`src/rtl/corefifo_reset_seq_pkg.sv`:
```
// Shared definitions for the FIFO reset sequencer: the sequencer state
// encoding, a constant-foldable clog2 and the legal parameter ranges.
package corefifo_reset_seq_pkg;

   typedef enum logic [1:0] {
      ASSERT  = 2'd0,
      RELEASE = 2'd1,
      DONE    = 2'd2
   } state_t;

   // Legal parameter ranges, checked at elaboration by the modules.
   localparam int MIN_NUM_STAGES = 2;
   localparam int MIN_NUM_CH     = 1;
   localparam int MAX_NUM_CH     = 16;
   localparam int MIN_MIN_ASSERT = 1;
   localparam int MIN_GAP        = 1;

   // Channel index is wide enough to count one past the largest channel.
   localparam int CH_IDX_W = 5;

   function automatic int clog2(input int value);
      int r;
      int v;
      r = 0;
      v = value - 1;
      while (v > 0) begin
         r = r + 1;
         v = v >>> 1;
      end
      return r;
   endfunction

endpackage

```
`src/rtl/corefifo_reset_seq_if.sv`:
```
// Channel-side bundle of the reset sequencer: enables in, resets and status
// out. The abort counter exists only when CORESEQ_ABORT_CNT_EN is defined.
interface corefifo_reset_seq_if #(
   parameter int NUM_CH = 3
);
   logic [NUM_CH-1:0] ch_en;
   logic [NUM_CH-1:0] reset_out;
   logic              busy;
   logic              seq_done;
`ifdef CORESEQ_ABORT_CNT_EN
   logic [7:0]        abort_cnt;

   modport master (
      input  ch_en,
      output reset_out, busy, seq_done, abort_cnt
   );
   modport slave (
      output ch_en,
      input  reset_out, busy, seq_done, abort_cnt
   );
`else
   modport master (
      input  ch_en,
      output reset_out, busy, seq_done
   );
   modport slave (
      output ch_en,
      input  reset_out, busy, seq_done
   );
`endif
endinterface

```
`src/rtl/corefifo_reset_seq_sync.sv`:
```
// N-stage single-bit synchroniser with a synchronous clear that forces every
// stage to 0.
module corefifo_sync_bit
   import corefifo_reset_seq_pkg::*;
#(
   parameter int STAGES = 2
) (
   input  logic clk,
   input  logic clear,
   input  logic d,
   output logic q
);

   if (STAGES < MIN_NUM_STAGES) begin : g_param_err
      $error("corefifo_sync_bit: STAGES must be at least 2");
   end

   logic [STAGES-1:0] chain;

   // Shift the asynchronous input through the flop chain.
   always_ff @(posedge clk) begin
      if (clear) begin
         chain <= '0;
      end else begin
         chain <= {chain[STAGES-2:0], d};
      end
   end

   assign q = chain[STAGES-1];

endmodule

```
`src/rtl/corefifo_reset_seq.sv`:
```
// Multi-channel reset sequencer for the FIFO control domain.
// Synchronises the active-low request, holds every channel in reset for
// MIN_ASSERT cycles, then releases channels in index order GAP cycles apart.
// Optional feature macro: CORESEQ_ABORT_CNT_EN (adds the 8-bit abort_cnt).
module corefifo_reset_seq
   import corefifo_reset_seq_pkg::*;
#(
   parameter int NUM_STAGES = 2,
   parameter int NUM_CH     = 3,
   parameter int MIN_ASSERT = 4,
   parameter int GAP        = 2
) (
   input  logic                 clk,
   input  logic                 reset,
   input  logic                 rst_req_n,
   corefifo_reset_seq_if.master bus
);

   localparam int MAX_CNT = (MIN_ASSERT > GAP) ? MIN_ASSERT : GAP;
   localparam int CNT_W   = clog2(MAX_CNT) + 1;

   if (NUM_STAGES < MIN_NUM_STAGES || NUM_CH < MIN_NUM_CH || NUM_CH > MAX_NUM_CH ||
       MIN_ASSERT < MIN_MIN_ASSERT || GAP < MIN_GAP) begin : g_param_err
      $error("corefifo_reset_seq: parameter out of range");
   end

   logic                sync_q;
   logic                req_s;
   state_t              state;
   state_t              state_nx;
   logic [CNT_W-1:0]    cnt;
   logic [CNT_W-1:0]    cnt_nx;
   logic [CH_IDX_W-1:0] ch_idx;
   logic [CH_IDX_W-1:0] ch_idx_nx;
   logic [NUM_CH-1:0]   rel;
   logic [NUM_CH-1:0]   rel_nx;
   logic                busy_r;
   logic                done_r;

   corefifo_sync_bit #(
      .STAGES (NUM_STAGES)
   ) u_sync (
      .clk   (clk),
      .clear (reset),
      .d     (rst_req_n),
      .q     (sync_q)
   );

   // Registered, active-high view of the request so the FSM decodes a clean
   // flop output; reset reads as "request asserted".
   always_ff @(posedge clk) begin
      if (reset) begin
         req_s <= 1'b1;
      end else begin
         req_s <= ~sync_q;
      end
   end

   // Next-state, counter, channel index and release-mask decode.
   always_comb begin
      state_nx  = state;
      cnt_nx    = cnt;
      ch_idx_nx = ch_idx;
      // A channel whose enable is low is forced back into reset every cycle.
      rel_nx    = rel & bus.ch_en;
      if (req_s) begin
         state_nx  = ASSERT;
         cnt_nx    = '0;
         ch_idx_nx = '0;
         rel_nx    = '0;
      end else begin
         case (state)
            ASSERT: begin
               if (cnt == CNT_W'(MIN_ASSERT - 1)) begin
                  state_nx  = RELEASE;
                  cnt_nx    = '0;
                  ch_idx_nx = '0;
               end else begin
                  cnt_nx = cnt + CNT_W'(1);
               end
            end
            RELEASE: begin
               if (cnt == CNT_W'(GAP - 1)) begin
                  // A disabled channel still uses its slot but stays in reset.
                  for (int i = 0; i < NUM_CH; i++) begin
                     if (ch_idx == CH_IDX_W'(i)) begin
                        rel_nx[i] = bus.ch_en[i];
                     end
                  end
                  cnt_nx    = '0;
                  ch_idx_nx = ch_idx + CH_IDX_W'(1);
                  if (ch_idx == CH_IDX_W'(NUM_CH - 1)) begin
                     state_nx = DONE;
                  end
               end else begin
                  cnt_nx = cnt + CNT_W'(1);
               end
            end
            DONE: begin
               state_nx = DONE;
            end
            default: begin
               state_nx  = ASSERT;
               cnt_nx    = '0;
               ch_idx_nx = '0;
               rel_nx    = '0;
            end
         endcase
      end
   end

   // State register plus registered channel resets and status flags.
   always_ff @(posedge clk) begin
      if (reset) begin
         state  <= ASSERT;
         cnt    <= '0;
         ch_idx <= '0;
         rel    <= '0;
         busy_r <= 1'b1;
         done_r <= 1'b0;
      end else begin
         state  <= state_nx;
         cnt    <= cnt_nx;
         ch_idx <= ch_idx_nx;
         rel    <= rel_nx;
         busy_r <= (state_nx != DONE);
         done_r <= (state_nx == DONE);
      end
   end

   assign bus.reset_out = rel;
   assign bus.busy      = busy_r;
   assign bus.seq_done  = done_r;

`ifdef CORESEQ_ABORT_CNT_EN
   logic       abort;
   logic [7:0] abort_cnt_r;

   // An abort only counts when it interrupts a release in progress or done.
   assign abort = req_s && (state != ASSERT);

   // Saturating count of aborts out of RELEASE or DONE.
   always_ff @(posedge clk) begin
      if (reset) begin
         abort_cnt_r <= 8'd0;
      end else if (abort && (abort_cnt_r != 8'hFF)) begin
         abort_cnt_r <= abort_cnt_r + 8'd1;
      end
   end

   assign bus.abort_cnt = abort_cnt_r;
`endif

endmodule

```
`src/flat_wrapper.sv`:
```
// flat-port wrapper written by rule: the top's interface ports become plain ports
module corefifo_reset_seq_flat import corefifo_reset_seq_pkg::*;
#(
   parameter int NUM_STAGES = 2,
   parameter int NUM_CH     = 3,
   parameter int MIN_ASSERT = 4,
   parameter int GAP        = 2
)
  (clk, reset, rst_req_n, bus_ch_en, bus_reset_out, bus_busy, bus_seq_done);
  corefifo_reset_seq_if #(.NUM_CH(NUM_CH)) bus_i ();
  input  logic clk;
  input  logic reset;
  input  logic rst_req_n;
  input wire logic [$bits(bus_i.ch_en)-1:0] bus_ch_en;
  output wire logic [$bits(bus_i.reset_out)-1:0] bus_reset_out;
  output wire logic [$bits(bus_i.busy)-1:0] bus_busy;
  output wire logic [$bits(bus_i.seq_done)-1:0] bus_seq_done;
  assign bus_i.ch_en = bus_ch_en;
  assign bus_reset_out = bus_i.reset_out;
  assign bus_busy = bus_i.busy;
  assign bus_seq_done = bus_i.seq_done;
  corefifo_reset_seq #(.NUM_STAGES(NUM_STAGES), .NUM_CH(NUM_CH), .MIN_ASSERT(MIN_ASSERT), .GAP(GAP)) u_core (.clk(clk), .reset(reset), .rst_req_n(rst_req_n), .bus(bus_i));
endmodule
```
`config.mk`:
```
export PLATFORM = sky130hd
export DESIGN_NAME = corefifo_reset_seq_flat
export DESIGN_NICKNAME = d
export VERILOG_FILES = /design/src/rtl/corefifo_reset_seq_pkg.sv /design/src/rtl/corefifo_reset_seq_if.sv /design/src/rtl/corefifo_reset_seq_sync.sv /design/src/rtl/corefifo_reset_seq.sv /design/src/flat_wrapper.sv
export SDC_FILE = /design/constraint.sdc
export NUM_CORES = 1
export LEC_CHECK = 0
export ABC_AREA = 1
export BUFFER_PORTS_ARGS = -buffer_cell sky130_fd_sc_hd__buf_2
export CAP_MARGIN = 20
export CORE_MARGIN = 2
export CORE_UTILIZATION = 45
export CTS_BUF_LIST = sky130_fd_sc_hd__clkbuf_4 sky130_fd_sc_hd__clkbuf_8 sky130_fd_sc_hd__clkbuf_16
export DETAILED_ROUTE_END_ITERATION = 8
export PLACE_DENSITY_LB_ADDON = 0.1
export RECOVER_POWER = 25
export REMOVE_ABC_BUFFERS = 1
export SETUP_SLACK_MARGIN = 0.1
export SYNTH_ARGS = -nofsm -noshare
export SYNTH_HDL_FRONTEND = slang
export SYNTH_SLANG_ARGS = --single-unit
```
`constraint.sdc`:
```
create_clock -name clk -period 1.65 [get_ports clk]
set_input_delay 0.165 -clock clk [delete_from_list [all_inputs] [get_ports clk]]
set_output_delay 0.165 -clock clk [all_outputs]
set_load 0.01 [all_outputs]
```
==> flow_summary.json, run 1 <==
{
  "outcome": "finished, final reports clean",
  "synth_top_area_cell": "dfxtp_1",
  "power_density_mw_per_mm2": 707,
  "insertion_delay_ns": 0.30,
  "gr-usage-met1_pct": 19.5,
  "grt_util_met3_pct": 1.84,
  "clkPwrFrac_pct": 37.7,
  "h-tree-depth": 1,
  "switching_power_uw": 151,
  "dp_hpwl_mm": 1.31,
  "endpoint_kind": "flop",
  "start_util_pct": 47.1,
  "coreArea_mm2": 0.00192,
  "groute.layer.met2.usage_pct": 28.5,
  "clock_sinks": 18,
  "drc": 0,
  "synth.ff_latch_count": 18,
  "layout_common_cells": "nand2_1, inv_1, nor2_1",
  "p_int_uw": 579,
  "max_freq_ghz": 0.727,
  "cp_max_fo": 6,
  "setup_slack_ns": 0.274,
  "avgSynthCellArea_um2": 7.49,
  "hold_path_class": "input port to flop",
  "hold_violations": 0,
  "rows": 16,
  "grt_pass1_vias": 748,
  "grt_max_degree": 11,
  "cts_buffers": 3,
  "crit_required_ns": 1.86,
  "yosys_warnings": 0,
  "io_pins": 11,
  "busiest_layer": "met2",
  "dieArea_mm2": 0.00239,
  "vias": 781,
  "path_class": "flop to flop",
  "max-vdd-ir-drop_mv": 0.563,
  "antenna_cells": 0,
  "num-fill-cells": 210,
  "cts-root-buf": "clkbuf_4",
  "dp_slack_ns": 0.190,
  "synthCells": 121,
  "rsz0062_at_grt": "no",
  "timing.final.crit_share_pct": 83.4,
  "p_leak_uw": 0.000423,
  "ant_nets": 0,
  "grt.total_usage_pct": 16.3,
  "port_buffers": 10,
  "worst_slew_pin_slew_ns": 0.261,
  "drt-initial-drc-count": 10,
  "wl_per_cell_um": 10.2,
  "ys_seq_area_share_pct": 39.8,
  "layout-drive-gt1-share_pct": 16.2,
  "pwr-share-seq_pct": 60.1,
  "drtPass1Iterations": 4,
  "grt_pass1_wl_mm": 3.02,
  "vias_per_cell": 4.79,
  "critPathLaunch": "u_core.cnt[1]$_SDFFE_PP0P_",
  "fin_tns_setup_ns": 0,
  "cp.arrival_ns": 1.59,
  "min-delay-start": "rst_req_n",
  "final_common_cell": "nand2_1",
  "path_clk_slew_ns": 0.10,
  "syn_area_um2": 906,
  "switching_share_pct": 20.6,
  "routabilityCongestion": 0.835,
  "synth_area_leaders": "dfxtp_1, ha_1, nand2_1, inv_1, nor2_1",
  "crit_path_start_kind": "flop",
  "r2r_start": "u_core.cnt[1]$_SDFFE_PP0P_",
  "maxSlewHeadroom_pct": 82.5,
  "synthToLayoutAreaGrowth_pct": 14.0,
  "nets": 152,
  "die_w_um": 48.9,
  "setup_violations": 0,
  "yosysTopAreaCellShare_pct": 39.8,
  "cap_violations": 0,
  "slew_violations": 0,
  "antenna_found_initial": 0,
  "yosysUniqueCellTypes": 22,
  "die_h_um": 48.9,
  "clk_path_buf_depth": 2,
  "fin_crit_ns": 1.38,
  "drt-total-wl_mm": 1.66,
  "p_comb_share_pct": 2.1,
  "cts_tree": "built",
  "grt_overflow": 0,
  "clock_skew_ns": 0.00528
}
[state kept, by name (all words and copies together) (netlist names)]
name                  flops
u_core.ch_idx             5
u_core.bus.seq_done       1
u_core.u_sync.chain       2
u_core.bus.reset_out      3
u_core.bus.busy           1
u_core.req_s              1
u_core.state              2
u_core.cnt                3
[cells in the mapped netlist (all sizes together)]
cell / number
dfxtp: 18
nand4: 1
ha: 9
nand3b: 1
o211ai: 1
nand2: 23
a211oi: 1
xor2: 1
nand3: 7
o21a: 1
a21oi: 9
o21ai: 5
inv: 20
o21bai: 1
nor2: 22
a31oi: 1
[cells by family (layout without fill, tap and decap cells)]
kind of cell               Yosys count  count (layout)  synth area share (%)
and+or+nand+nor                     54              54                  26.8
buffers and inverters               20              35                  8.29
AOI/OAI and AO/OA                   19              19                  11.7
DFF                                 18              18                  39.8
adders and majority gates            9               9                  12.4
xor gates and xnor gates             1               1                 0.967
[metrics by stage]
| step | std cells | total power [µW] | hold slack (ns) | utilization, % | instance area (µm²) |
|---|---|---|---|---|---|
| global route | 163 | 762 | 0.0667 | 53.7 | 1030 |
| global placement | 159 | 465 | 0.353 | 51.9 | 997 |
| CTS | 163 | 747 | 0.0548 | 53.8 | 1030 |
| finish | 163 | 730 | 0.0619 | 53.7 | 1030 |
| floorplan | 121 | 456 | 0.236 | - | 906 |
| detailed placement | 159 | 465 | 0.365 | 51.9 | 997 |
[worst max-delay path, cell delays in order, from the launching register on]
cell and delay [ns]:
dfxtp_2 0.36, ha_1 0.17, ha_1 0.18, inv_1 0.08, o21ai_1 0.14, nand2_2 0.11, nor2_2 0.09, nand2_1 0.05
nand2_1 0.08, nor2_2 0.03
[final timing paths]
check / end / slack [ns] / depth (start not counted)
max: u_core.ch_idx[3]$_SDFFE_PP0P_ / 0.27 / 9
min: u_core.u_sync.chain[0]$_SDFF_PP0_ / 0.06 / 3
max reg2reg: u_core.ch_idx[3]$_SDFFE_PP0P_ / 0.27 / 9
min reg2reg: u_core.req_s$_SDFF_PP1_ / 0.38 / 1
[timing repair]
item,in CTS,in global routing
gates resized for setup,0,3
setup endpoints to repair,0,5
setup buffers,0,0
hold buffers,0,0
[power by group through the flow]
stage	registers [µW]	logic, µW	clock network [µW]
finish	439	15.5	276
CTS	439	16.3	292
global route	440	18.4	304
detailed placement	449	16.2	0
floorplan	449	7.01	0
global placement	449	15.8	0
[layer usage]
| metal | share of wire [%] | vias to the layer above | routed length [µm] |
|---|---|---|---|
| li1 | - | 410 | - |
| met1 | 47 | 353 | 776 |
| met2 | 48 | 13 | 805 |
| met3 | 2.3 | 5 | 38 |
| met4 | 2.5 | 0 | 41 |
| met5 | 0 | - | 0 |
[final cells by class]
| class | count | area (µm²) | area share (%) |
|---|---|---|---|
| Multi-Input combinational cell | 83 | 470 | 45.6 |
| Tap cell | 27 | 33.8 | 3.27 |
| Timing Repair Buffer | 11 | 53.8 | 5.21 |
| Clock buffer | 4 | 36.3 | 3.52 |
| Inverter | 20 | 75.1 | 7.27 |
| Sequential cell | 18 | 363 | 35.2 |
(Power assumes the default switching activity.)
==> run 2: changes to the inputs <==
--- a/config.mk
+++ b/config.mk
@@ -5,7 +5,7 @@
 export SDC_FILE = /design/constraint.sdc
 export NUM_CORES = 1
 export LEC_CHECK = 0
-export ABC_AREA = 1
+export ABC_AREA = 0
 export BUFFER_PORTS_ARGS = -buffer_cell sky130_fd_sc_hd__buf_2
 export CAP_MARGIN = 20
 export CORE_MARGIN = 2
==> constraint.sdc (replaced) <==
create_clock -name clk -period 1.35 [get_ports clk]
set_input_delay 0.135 -clock clk [delete_from_list [all_inputs] [get_ports clk]]
set_output_delay 0.135 -clock clk [all_outputs]
set_load 0.01 [all_outputs]
==> run 2 against run 1 <==
Against the previous run: cell count down 12%; via count down 5.0%; maximum frequency up 4.8%; flip-flop and latch count did not move; register-to-register slack got worse by 0.24 ns; routed wire length up 13%; global-route usage up 1.1 points; critical endpoint is now u_core.bus.reset_out[2]$_SDFF_PP0_.
==> flow_summary.json, run 2 <==
{
  "yosys_warnings": 0,
  "critPathLaunch": "u_core.cnt[1]$_SDFFE_PP0P_",
  "path_clk_slew_ns": 0.10,
  "power_density_mw_per_mm2": 778,
  "dieArea_mm2": 0.00240,
  "nets": 132,
  "max_freq_ghz": 0.761,
  "hold_path_class": "input port to flop",
  "io_pins": 11,
  "async_flop_share_pct": 0,
  "synth_flop_cell": "dfxtp_1",
  "slew_violations": 0,
  "grt_pass1_vias": 774,
  "clkPwrFrac_pct": 37.5,
  "yosysTopAreaCellShare_pct": 39.6,
  "r2r_start": "u_core.cnt[1]$_SDFFE_PP0P_",
  "layout-drive-gt1-share_pct": 37.1,
  "synth_edf_count": 0,
  "antenna_cells": 0,
  "setup_slack_ns": 0.0365,
  "ys_top_cells_by_count": "dfxtp_1, nor2_1, ha_1",
  "routabilityCongestion": 0.808,
  "grt_max_degree": 12,
  "endpoint_kind": "flop",
  "reg2regPathDepth": 6,
  "die_w_um": 49.0,
  "max-vdd-ir-drop_mv": 0.592,
  "cp_max_fo": 4,
  "rsz0062_at_grt": "yes",
  "layout_common_cells": "nor2_1, dfxtp_1, buf_2",
  "clk_path_buf_depth": 2,
  "vias_per_cell": 5.19,
  "pwr-share-seq_pct": 59.6,
  "endpoint": "u_core.bus.reset_out[2]$_SDFF_PP0_",
  "yosysUniqueCellTypes": 32,
  "path_class": "flop to flop",
  "fin_crit_ns": 1.31,
  "synth.most_common_cell": "dfxtp_1",
  "hold_violations": 0,
  "drt-total-wl_mm": 1.87,
  "rrSetupSlack_ns": 0.04,
  "largest_register_ffs": 5,
  "synth_top_area_cell": "dfxtp_1",
  "total_power_uw": 897,
  "cts-root-buf": "clkbuf_4",
  "num-fill-cells": 184,
  "cp.arrival_ns": 1.56,
  "timing.final.crit_share_pct": 97.3,
  "clock_sinks": 18,
  "avgSynthCellArea_um2": 9.38,
  "wl_per_cell_um": 13.1,
  "dp_hpwl_mm": 1.34,
  "crit_path_start_kind": "flop",
  "grt.total_usage_pct": 17.4,
  "synth.ff_latch_count": 18,
  "drt-initial-drc-count": 3,
  "rows": 16,
  "h-tree-depth": 1,
  "antenna_found_initial": 0,
  "synthToLayoutAreaGrowth_pct": 26.8,
  "setup_violations": 0,
  "holdBufCountCts": 0,
  "cap_violations": 0,
  "crit_required_ns": 1.60,
  "dp_slack_ns": -0.102,
  "coreArea_mm2": 0.00194,
  "port_buffers": 10,
  "p_leak_uw": 0.000455,
  "timing.rr.end": "u_core.bus.reset_out[2]$_SDFF_PP0_",
  "largest-register": "u_core.ch_idx",
  "cts_buffers": 3,
  "worst_slew_pin_slew_ns": 0.390,
  "p_comb_share_pct": 2.9,
  "outcome": "finished, final reports clean",
  "switching_power_uw": 185,
  "insertion_delay_ns": 0.30,
  "grt_overflow": 0,
  "cts_tree": "built",
  "p_int_uw": 712,
  "ant_nets": 0,
  "synthCells": 97,
  "ys_seq_area_share_pct": 39.6,
  "vias": 742,
  "synth_area_leaders": "dfxtp_1, ha_1, nor2_1, nand2b_1, o21ai_0",
  "clock_skew_ns": 0.00576,
  "maxSlewHeadroom_pct": 73.9,
  "start_util_pct": 46.8,
  "drc": 0,
  "grt_pass1_wl_mm": 3.21,
  "switching_share_pct": 20.6,
  "syn_area_um2": 910,
  "die_h_um": 49.0,
  "drtPass1Iterations": 4
}
## run 2: what timing repair did
| action | in CTS | in global routing |
|---|---|---|
| gates cloned | 0 | 0 |
| setup endpoints to repair | 13 | 15 |
| gates resized for setup | 16 | 6 |
| setup buffers | 1 | 0 |
| pin swaps | 6 | 4 |
| hold endpoints to repair | 0 | 0 |
## run 2: stage by stage
step | setup TNS, ns | cell area [µm²] | hold WS, ns | util [%] | std cells
floorplan | -0.336 | 886 | 0.207 | - | 93
global placement | -0.241 | 1030 | 0.347 | 53.0 | 138
global route | -0.229 | 1150 | 0.0300 | 59.4 | 143
finish | 0 | 1150 | 0.0309 | 59.4 | 143
CTS | 0 | 1130 | 0.0312 | 58.3 | 143
detailed placement | -0.567 | 1030 | 0.355 | 53.0 | 138
## run 2: cell families (layout without fill, tap and decap cells)
group | Yosys count | in the layout | synth area share (%)
buffers and inverters | 11 | 30 | 5.50
muxes | 1 | 1 | 1.10
AOI/OAI and AO/OA | 22 | 22 | 16.0
xor gates and xnor gates | 4 | 4 | 3.85
DFF | 18 | 18 | 39.6
adders and majority gates | 9 | 9 | 12.4
and+or+nand+nor | 32 | 32 | 21.6
## run 2: power groups by stage
stage	registers, µW	logic (µW)	clock network, µW
detailed placement	548	24.4	0
CTS	535	26.1	342
floorplan	548	10.9	0
finish	535	26.2	337
global route	536	29.3	369
global placement	548	23.8	0
## run 2: critical path, stage by stage, from the launching register on
cell	delay [ns]
dfxtp_2	0.35
inv_2	0.06
ha_4	0.12
nor2b_4	0.15
nor4b_4	0.22
and3_4	0.24
o211a_1	0.13
## run 2: how the worst min path moves through the flow
| stage | start | endpoint | slack, ns | cells past startpoint |
|---|---|---|---|---|
| final | reset | u_core.u_sync.chain[1]$_SDFF_PP0_ | 0.03 | 2 |
| after global routing | reset | u_core.u_sync.chain[1]$_SDFF_PP0_ | 0.03 | 2 |
| after CTS | reset | u_core.u_sync.chain[1]$_SDFF_PP0_ | 0.03 | 2 |
| after detailed placement | reset | u_core.u_sync.chain[0]$_SDFF_PP0_ | 0.36 | 2 |
| after global placement | reset | u_core.u_sync.chain[0]$_SDFF_PP0_ | 0.35 | 2 |
| after floorplan | reset | u_core.u_sync.chain[0]$_SDFF_PP0_ | 0.21 | 1 |
## run 2: routing by layer
layer | GRT usage [%] | wire [µm]
met1 | 20.5 | 837
met3 | 1.84 | 34
met2 | 30.6 | 944
met4 | 10.0 | 57
met5 | 0 | 0
## run 2: area by class of cell
cell class | count | area, µm² | area share, %
clock buffer | 4 | 36.3 | 3.15
inverter | 7 | 26.3 | 2.28
multi-input combinational | 68 | 567 | 49.1
sequential | 18 | 369 | 32.0
tap | 27 | 33.8 | 2.93
timing repair buffer | 19 | 121 | 10.5
==> run 3: changes to the inputs <==
--- a/config.mk
+++ b/config.mk
@@ -5,7 +5,7 @@
 export SDC_FILE = /design/constraint.sdc
 export NUM_CORES = 1
 export LEC_CHECK = 0
-export ABC_AREA = 0
+export ABC_AREA = 1
 export BUFFER_PORTS_ARGS = -buffer_cell sky130_fd_sc_hd__buf_2
 export CAP_MARGIN = 20
 export CORE_MARGIN = 2
==> run 3 against run 2 <==
Against the previous run: the run now ends with setup timing left; highest routed layer unchanged; first-iteration DRC count rose to 3.7 times the previous value; critical endpoint is now u_core.ch_idx[0]$_SDFFE_PP0P_; non-clock buffer count unchanged; design area up 7.2%; flip-flop and latch count unchanged.
==> flow_summary.json, run 3 (same netlist as run 1, synthesis figures left out) <==
{
  "outcome": "complete, but fails checks",
  "violations": "setup timing",
  "drt-initial-drc-count": 11,
  "crit_required_ns": 1.56,
  "reg2regPathDepth": 7,
  "design_area_mm2": 0.00124,
  "cap_violations": 0,
  "antenna_found_initial": 0,
  "clk_path_buf_depth": 2,
  "largest-register": "u_core.ch_idx",
  "routabilityCongestion": 0.804,
  "p_int_uw": 707,
  "hold_violations": 0,
  "nets": 160,
  "die_h_um": 48.9,
  "layoutNonFillerInstCount": 171,
  "power_density_mw_per_mm2": 728,
  "final_common_cell": "nand2_1",
  "switching_power_uw": 193,
  "slew_violations": 0,
  "h-tree-depth": 1,
  "gr-usage-met1_pct": 18.7,
  "cts_buffers": 3,
  "num-fill-cells": 182,
  "switching_share_pct": 21.5,
  "setup_slack_ns": -0.00372,
  "maxSlewHeadroom_pct": 77.1,
  "antenna_cells": 0,
  "vias": 835,
  "io_pins": 11,
  "fin_crit_ns": 1.35,
  "layout_common_cells": "nand2_1, inv_1, nor2_1",
  "port_buffers": 10,
  "endpoint_kind": "flop",
  "grt_max_degree": 11,
  "placed_area_mm2": 0.00102,
  "coreArea_mm2": 0.00192,
  "cp_max_fo": 4,
  "wl_per_cell_um": 12.2,
  "timing.final.crit_share_pct": 100,
  "clock_skew_ns": 0.00665,
  "clkPwrFrac_pct": 38.2,
  "busiest_layer": "met2",
  "crit_path_start_kind": "flop",
  "grt_overflow": 0,
  "holdPathStages": 3,
  "pwr-share-seq_pct": 59.2,
  "dieArea_mm2": 0.00239,
  "synthToLayoutAreaGrowth_pct": 36.5,
  "grt_pass1_vias": 791,
  "worst_slew_pin_slew_ns": 0.342,
  "groute.layer.met2.usage_pct": 31.7,
  "cp.arrival_ns": 1.57,
  "max-vdd-ir-drop_mv": 0.741,
  "drc": 0,
  "dp_hpwl_mm": 1.32,
  "p_leak_uw": 0.000478,
  "drtPass1Iterations": 4,
  "start_util_pct": 47.1,
  "largest_register_ffs": 5,
  "cts_tree": "built",
  "dp.cells": 162,
  "dp_slack_ns": -0.0971,
  "clock_sinks": 18,
  "rows": 16,
  "setup_violations": 1,
  "path_clk_slew_ns": 0.11,
  "ant_nets": 0,
  "hold_path_class": "input port to flop",
  "grt_pass1_wl_mm": 3.19,
  "max_freq_ghz": 0.739,
  "grt.total_usage_pct": 17.3,
  "vias_per_cell": 4.88,
  "die_w_um": 48.9,
  "insertion_delay_ns": 0.30,
  "fin_util_pct": 64.3,
  "cts-root-buf": "clkbuf_4",
  "path_class": "flop to flop",
  "holdBufCountCts": 0,
  "rsz0062_at_grt": "yes",
  "p_comb_share_pct": 2.6,
  "layout-drive-gt1-share_pct": 36.8,
  "grt_util_met3_pct": 3.68,
  "drt-total-wl_mm": 2.08
}
run 3: path summary, 6_finish.rpt:
kind                                           from                                end  slack, ns
hold reg to reg   u_core.u_sync.chain[1]$_SDFF_PP0_            u_core.req_s$_SDFF_PP1_       0.38
hold / removal                            rst_req_n  u_core.u_sync.chain[0]$_SDFF_PP0_       0.03
setup reg to reg         u_core.cnt[0]$_SDFFE_PP0P_      u_core.ch_idx[0]$_SDFFE_PP0P_     -0.004
setup / recovery         u_core.cnt[0]$_SDFFE_PP0P_      u_core.ch_idx[0]$_SDFFE_PP0P_     -0.004
run 3: layer usage:
metal | part of all wire (%) | vias to the layer above | wire length [µm]
met2 | 53 | 17 | 1100
li1 | - | 433 | -
met5 | 0 | - | 0
met1 | 42 | 380 | 885
met3 | 3.0 | 5 | 62
met4 | 1.7 | 0 | 36
run 3: cell type report:
type / instances / area (µm²) / area share [%]
timing repair buffer: 19 / 119 / 9.62
sequential: 18 / 372 / 30.1
inverter: 20 / 77.6 / 6.28
clock buffer: 4 / 36.3 / 2.94
multi-input combinational: 83 / 598 / 48.4
tap: 27 / 33.8 / 2.73
run 3: timing repair:
item	CTS	global route
pin swaps	17	19
setup endpoints to repair	13	15
cloned	0	0
resized for setup	23	19
setup buffers	2	3
run 3: power by group through the flow:
stage,logic (µW),registers (µW),clock network [µW]
after floorplan,8.56,548,0
after global placement,19.4,549,0
after detailed placement,19.9,549,0
after CTS,21.9,533,352
after global routing,26.7,534,374
final,23.6,533,344
run 3: through the flow:
step | setup TNS [ns] | power [µW] | hold WS (ns)
final | -0.00372 | 900 | 0.0297
after global routing | -0.156 | 934 | 0.0339
after CTS | 0 | 907 | 0.0283
after detailed placement | -0.298 | 568 | 0.350
after global placement | -0.180 | 568 | 0.344
after floorplan | -0.00999 | 557 | 0.206
run 3: worst max-delay path, stage by stage, from the launching register on:
cell	delay, ns
dfxtp_4	0.38
ha_4	0.17
ha_4	0.16
buf_6	0.12
a21oi_4	0.17
nor2_4	0.08
o21ai_1	0.12
nor2_1	0.06
